<file path="config.mk">
export PLATFORM = sky130hd
export DESIGN_NAME = m68k_bus_arbiter
export DESIGN_NICKNAME = d
export VERILOG_FILES = /design/src/rtl/m68k_bus_arbiter.sv
export SDC_FILE = /design/constraint.sdc
export NUM_CORES = 1
export LEC_CHECK = 0
export ABC_AREA = 1
export BUFFER_PORTS_ARGS = -buffer_cell sky130_fd_sc_hd__buf_2
export CAP_MARGIN = 30
export CORE_MARGIN = 2
export CORE_UTILIZATION = 30
export CTS_CLUSTER_SIZE = 28
export DETAILED_ROUTE_END_ITERATION = 8
export GPL_TIMING_DRIVEN = 0
export MAX_ROUTING_LAYER = met4
export PLACE_DENSITY = 0.5
export SETUP_SLACK_MARGIN = 0.05
export SYNTH_ARGS = -nofsm -noshare
export SYNTH_HDL_FRONTEND = slang
export SYNTH_SLANG_ARGS = --single-unit
</file>
<file path="constraint.sdc">
create_clock -name c200m -period 1.5 [get_ports c200m]
set_input_delay 0.225 -clock c200m [delete_from_list [all_inputs] [get_ports c200m]]
set_output_delay 0.225 -clock c200m [all_outputs]
set_load 0.05 [all_outputs]
</file>
<file path="src/rtl/m68k_bus_arbiter.sv">
// 68000 bus mastership arbiter: shares the bus between the local transaction
// engine and external BR/BG/BGACK masters, clocked in the 200 MHz Pi domain.
module m68k_bus_arbiter #(
  parameter int SYNC_STAGES    = 2,
  parameter int BR_FILTER      = 2,
  parameter int RECOVER_CYCLES = 2
) (
  input  logic       c200m,
  input  logic       reset,
  input  logic       c7m_rising,
  input  logic       c7m_falling,
  input  logic       op_req,
  input  logic       op_busy,
  input  logic       bus_as_n,
  input  logic       M68K_BR_n,
  input  logic       M68K_BGACK_n,
  output logic       M68K_BG_n,
  output logic       op_grant,
  output logic       drive_en,
  output logic       ext_owner,
  output logic [2:0] arb_state
);

  typedef enum logic [2:0] {
    IDLE     = 3'd0,
    LOCAL    = 3'd1,
    GRANT    = 3'd2,
    EXTERNAL = 3'd3,
    RECOVER  = 3'd4
  } state_e;

  localparam logic [2:0] BR_LIM   = 3'(BR_FILTER);
  localparam logic [3:0] REC_LAST = 4'(RECOVER_CYCLES - 1);

  logic [SYNC_STAGES-1:0] br_sync_q;
  logic [SYNC_STAGES-1:0] bgack_sync_q;
  logic                   br_s;
  logic                   bgack_s;
  logic [2:0]             br_cnt_q;
  logic                   br_req_q;
  state_e                 state_q;
  logic                   bg_n_q;
  logic                   op_grant_q;
  logic                   drive_en_q;
  logic                   ext_owner_q;
  logic                   fair_local_q;
  logic                   seen_busy_q;
  logic [3:0]             rec_cnt_q;
  logic                   unused_c7m_falling;

  assign unused_c7m_falling = c7m_falling;

  // Bring the asynchronous bus request/acknowledge into the c200m domain.
  always_ff @(posedge c200m or posedge reset) begin
    if (reset) begin
      br_sync_q    <= '1;
      bgack_sync_q <= '1;
    end else begin
      br_sync_q    <= {br_sync_q[SYNC_STAGES-2:0], M68K_BR_n};
      bgack_sync_q <= {bgack_sync_q[SYNC_STAGES-2:0], M68K_BGACK_n};
    end
  end

  assign br_s    = br_sync_q[SYNC_STAGES-1];
  assign bgack_s = bgack_sync_q[SYNC_STAGES-1];

  // BR must stay low for BR_FILTER consecutive 68K clock edges to count as a request.
  always_ff @(posedge c200m or posedge reset) begin
    if (reset) begin
      br_cnt_q <= 3'd0;
      br_req_q <= 1'b0;
    end else if (c7m_rising) begin
      if (br_s) begin
        br_cnt_q <= 3'd0;
        br_req_q <= 1'b0;
      end else begin
        if (br_cnt_q != BR_LIM) begin
          br_cnt_q <= br_cnt_q + 3'd1;
        end
        br_req_q <= (br_cnt_q >= (BR_LIM - 3'd1));
      end
    end
  end

  // Ownership FSM; outputs are registered together with the state they belong to.
  always_ff @(posedge c200m or posedge reset) begin
    if (reset) begin
      state_q      <= IDLE;
      bg_n_q       <= 1'b1;
      op_grant_q   <= 1'b0;
      drive_en_q   <= 1'b1;
      ext_owner_q  <= 1'b0;
      fair_local_q <= 1'b0;
      seen_busy_q  <= 1'b0;
      rec_cnt_q    <= 4'd0;
    end else begin
      case (state_q)
        IDLE: begin
          if (!bgack_s) begin
            state_q     <= EXTERNAL;
            drive_en_q  <= 1'b0;
            ext_owner_q <= 1'b1;
          end else if (br_req_q && bus_as_n && !(fair_local_q && op_req)) begin
            state_q <= GRANT;
            bg_n_q  <= 1'b0;
          end else if (op_req && c7m_rising) begin
            state_q      <= LOCAL;
            op_grant_q   <= 1'b1;
            seen_busy_q  <= 1'b0;
            fair_local_q <= 1'b0;
          end
        end
        LOCAL: begin
          if (op_busy) begin
            op_grant_q  <= 1'b0;
            seen_busy_q <= 1'b1;
          end else if (seen_busy_q) begin
            state_q <= IDLE;
          end
        end
        GRANT: begin
          if (!bgack_s) begin
            state_q     <= EXTERNAL;
            bg_n_q      <= 1'b1;
            drive_en_q  <= 1'b0;
            ext_owner_q <= 1'b1;
          end else if (br_s) begin
            state_q <= IDLE;
            bg_n_q  <= 1'b1;
          end
        end
        EXTERNAL: begin
          // A local op still pending at release is owed the next slot.
          if (bgack_s) begin
            state_q      <= RECOVER;
            drive_en_q   <= 1'b1;
            ext_owner_q  <= 1'b0;
            fair_local_q <= op_req;
            rec_cnt_q    <= 4'd0;
          end
        end
        RECOVER: begin
          if (!bgack_s) begin
            state_q     <= EXTERNAL;
            drive_en_q  <= 1'b0;
            ext_owner_q <= 1'b1;
          end else if (c7m_rising) begin
            if (rec_cnt_q == REC_LAST) begin
              state_q <= IDLE;
            end else begin
              rec_cnt_q <= rec_cnt_q + 4'd1;
            end
          end
        end
        default: begin
          state_q     <= IDLE;
          bg_n_q      <= 1'b1;
          op_grant_q  <= 1'b0;
          drive_en_q  <= 1'b1;
          ext_owner_q <= 1'b0;
        end
      endcase
    end
  end

  assign M68K_BG_n = bg_n_q;
  assign op_grant  = op_grant_q;
  assign drive_en  = drive_en_q;
  assign ext_owner = ext_owner_q;
  assign arb_state = state_q;

endmodule

</file>
==> impl_metrics.toml <==
[worst_setup_path]
rr_worst_depth = 5
timing.rr.start = "br_cnt_q[0]"
reg2reg_slack_ps = 170
worstSetupEndpoint = "br_cnt_q[1]"
crit_path_max_incr_delay_ps = 410
critPathLaunch = "br_cnt_q[0]"
start_kind = "flip-flop"
worst_ep_required_time_ps = 1680
r2r-end = "br_cnt_q[1]"
cp.arrival_ps = 1510
crit_type = "reg2reg"
critPathMaxFanout = 6
path_cells = "inv_1, ha_1, a31oi_2, nand2_1, o22ai_1"
slowest_stage = "dfrtp_1"
crit_path_end_kind = "flip-flop"

[logic_synthesis]
yosys_warnings = 0
synthSimpleGateAreaFrac_pct = 33.3
synth_area_leaders = "dfrtp_1, nand2_1, dfstp_2"
synth_flop_cell = "dfrtp_1"
synth_cells = 146
synth_top_family_by_area = "simple AND/OR/NAND/NOR gates"
syn_nets = 160
synthArstFlopShare_pct = 100
netlist.area_leader.share_pct = 32.3
synthTopCellsByCount = "nand2_1, inv_1, dfrtp_1, nand3_1, o21ai_0"
synth_cell_type_count = 22
muxShareOfSynthArea_pct = 0
yosysMostFrequentCell = "nand2_1"
synth-xor-area-share_pct = 0.754
syn_area_um2 = 1160
synth_compound_area_share_pct = 7.87
synth-adder-area-share_pct = 5.39
yosys.area.top_type = "dfrtp_1"
synth_seq_cells = 21
ys_seq_area_share_pct = 45.9
syn_area_per_cell_um2 = 7.95
synth_edf_count = 0

[global_route]
grt_pass1_vias = 942
overflow = 0
gr-usage-met1_pct = 15.8
antenna_found_initial = 0
grt_max_degree = 22
busiest_layer = "met2"
gr-usage-all-layers_pct = 12.7
grtUsageMet2_pct = 18.9
grtUsageMet3_pct = 2.56
grt_pass1_wl_um = 4040

[die]
die_w_um = 66.2
die_h_um = 66.2
start_util_pct = 31.5
dieArea_um2 = 4380
fp.coreArea_um2 = 3690
rows = 22
ios = 16

[place]
dp.cells = 208
hpwl_um = 1730
portBuffers = 14
gp_congestion = 0.824

[drt]
drt_wl_total_um = 2370
drcViolationCount = 0
drt-initial-drc-count = 28
wl_per_cell_um = 11.1
drt_first_pass_iters = 4
vias = 990
viasPerCell = 4.65
ant_nets = 0

[clock_tree]
cts_max_level = 1
cts_tree = "done"
clkTransAtPathRegs_ps = 70
numCtsBuffers = 3
clockBufferDepth = 2
clock_latency_ps = 260
clock_sinks = 21
cts_hold_buf = 0
root_buffer = "clkbuf_8"

[timing]
worst_pin_slew_ps = 821
drv_slew = 0
post-route-min-period_ps = 1330
fmax_mhz = 755
fin_crit_sh_pct = 88.4
finalSetupViolCount = 0
final_hold_viol_count = 0
rsz0062_at_grt = "no"
max-slew-margin-rel_pct = 45.2
clock_skew_ps = 1.52
tns_ps = 0

[cells_and_area]
fill_cells = 407
diodes = 0
fin_util_pct = 37.0
fin_nets = 180
stdcell_count = 213
drive_gt1_share_pct = 27.3
syn2layout_area_growth_pct = 17.7

[pwr]
power_mw = 2.69
ir_drop_v = 0.000967
power_frac_seq_pct = 34.5
switchingPower_mw = 1.33
clkPwrFrac_pct = 13.9
p_int_mw = 1.36
netSwitchingFraction_pct = 49.4
combPwrFrac_pct = 51.6
leakagePower_nw = 0.700
power_density_nw_per_um2 = 1970

[hold_path]
hold_path.class = "in2reg"

[run]
drv_cap = 0

[status]
status = "finished clean"
==> per-stage QoR <==
| stage | worst slack, ps | hold WS (ps) | instance area (um^2) |
|---|---|---|---|
| 5_1_grt | 56.4 | 35.3 | 1370 |
| 2_1_floorplan | 71.7 | 197 | 1160 |
| 6_report | 175 | 54.6 | 1370 |
| 3_3_place_gp | 112 | 331 | 1290 |
| 4_1_cts | 101 | 47.1 | 1340 |
| 3_5_place_dp | 121 | 332 | 1290 |
==> layer usage <==
metal / share of wire (%) / wire (um)
met3: 2.5 / 58
met5: 0 / 0
met2: 46 / 1090
met4: 2.7 / 63
met1: 49 / 1150
==> power groups by stage <==
stage	sequential, mW	combinational, mW	clock [mW]
2_1_floorplan	1.23	0.749	0
3_3_place_gp	0.926	1.33	0
3_5_place_dp	0.937	1.34	0
4_1_cts	0.926	1.35	0.387
5_1_grt	0.953	1.55	0.416
6_report	0.928	1.39	0.374
==> cells by family after synthesis <==
logic type / Yosys count
xor+xnor: 1
simple gates: 81
fa+ha+maj: 5
compound gates: 17
flops: 21
buf+inv: 21
==> critical path, delay by kind of cell, from the launching register on <==
family                     cells  cell delay [ps]
DFF                            1              410
buffers and inverters          1               90
adders and majority gates      1              210
AOI/OAI and AO/OA              2              440
and+or+nand+nor                1              100
==> how the worst min path moves through the flow <==
| stage | cells after the start | start | slack [ps] | to |
|---|---|---|---|---|
| 2_1_floorplan | 1 | reset | 200 | arb_state[0] |
| 3_3_place_gp | 1 | M68K_BGACK_n | 330 | bgack_sync_q[0] |
| 3_5_place_dp | 1 | M68K_BR_n | 330 | br_sync_q[0] |
| 5_1_grt | 1 | M68K_BR_n | 40 | br_sync_q[0] |
| 6_report | 1 | M68K_BR_n | 50 | br_sync_q[0] |
| 4_1_cts | 1 | M68K_BR_n | 50 | br_sync_q[0] |
==> cells in the final DEF (no fill, tap or decap), types with 3 or more instances in the layout <==
master	count
buf_2	14
clkbuf_8	3
dfrtp_1	12
dfrtp_2	3
dfstp_2	6
ha_1	5
inv_1	18
inv_2	3
nand2_1	43
nand2_2	4
nand3_1	12
nand4_1	7
nor2_1	4
nor2_2	3
o21ai_0	7
o21ai_1	6
or2_2	3
==> sequential cells by signal, indices dropped and copies added, names as in the netlist <==
name and cells:
br_cnt_q 3, rec_cnt_q 4, fair_local_q 1, op_grant 1, bgack_sync_q 2, br_sync_q 2, drive_en 1, M68K_BG_n 1
br_req_q 1, arb_state 3, ext_owner 1, seen_busy_q 1
==> cell type report <==
type | instances | area (um^2) | area share (%)
Clock buffer | 4 | 45.0 | 3.30
Inverter | 21 | 78.8 | 5.77
Multi-Input combinational cell | 104 | 568 | 41.6
Sequential cell | 21 | 537 | 39.3
Tap cell | 48 | 60.1 | 4.40
Timing Repair Buffer | 15 | 77.6 | 5.68
==> timing repair <==
| item | CTS | global route |
|---|---|---|
| buffers inserted | 0 | 1 |
| resized for setup | 0 | 5 |
| setup endpoints to repair | 0 | 10 |
(Power assumes the default switching activity.)
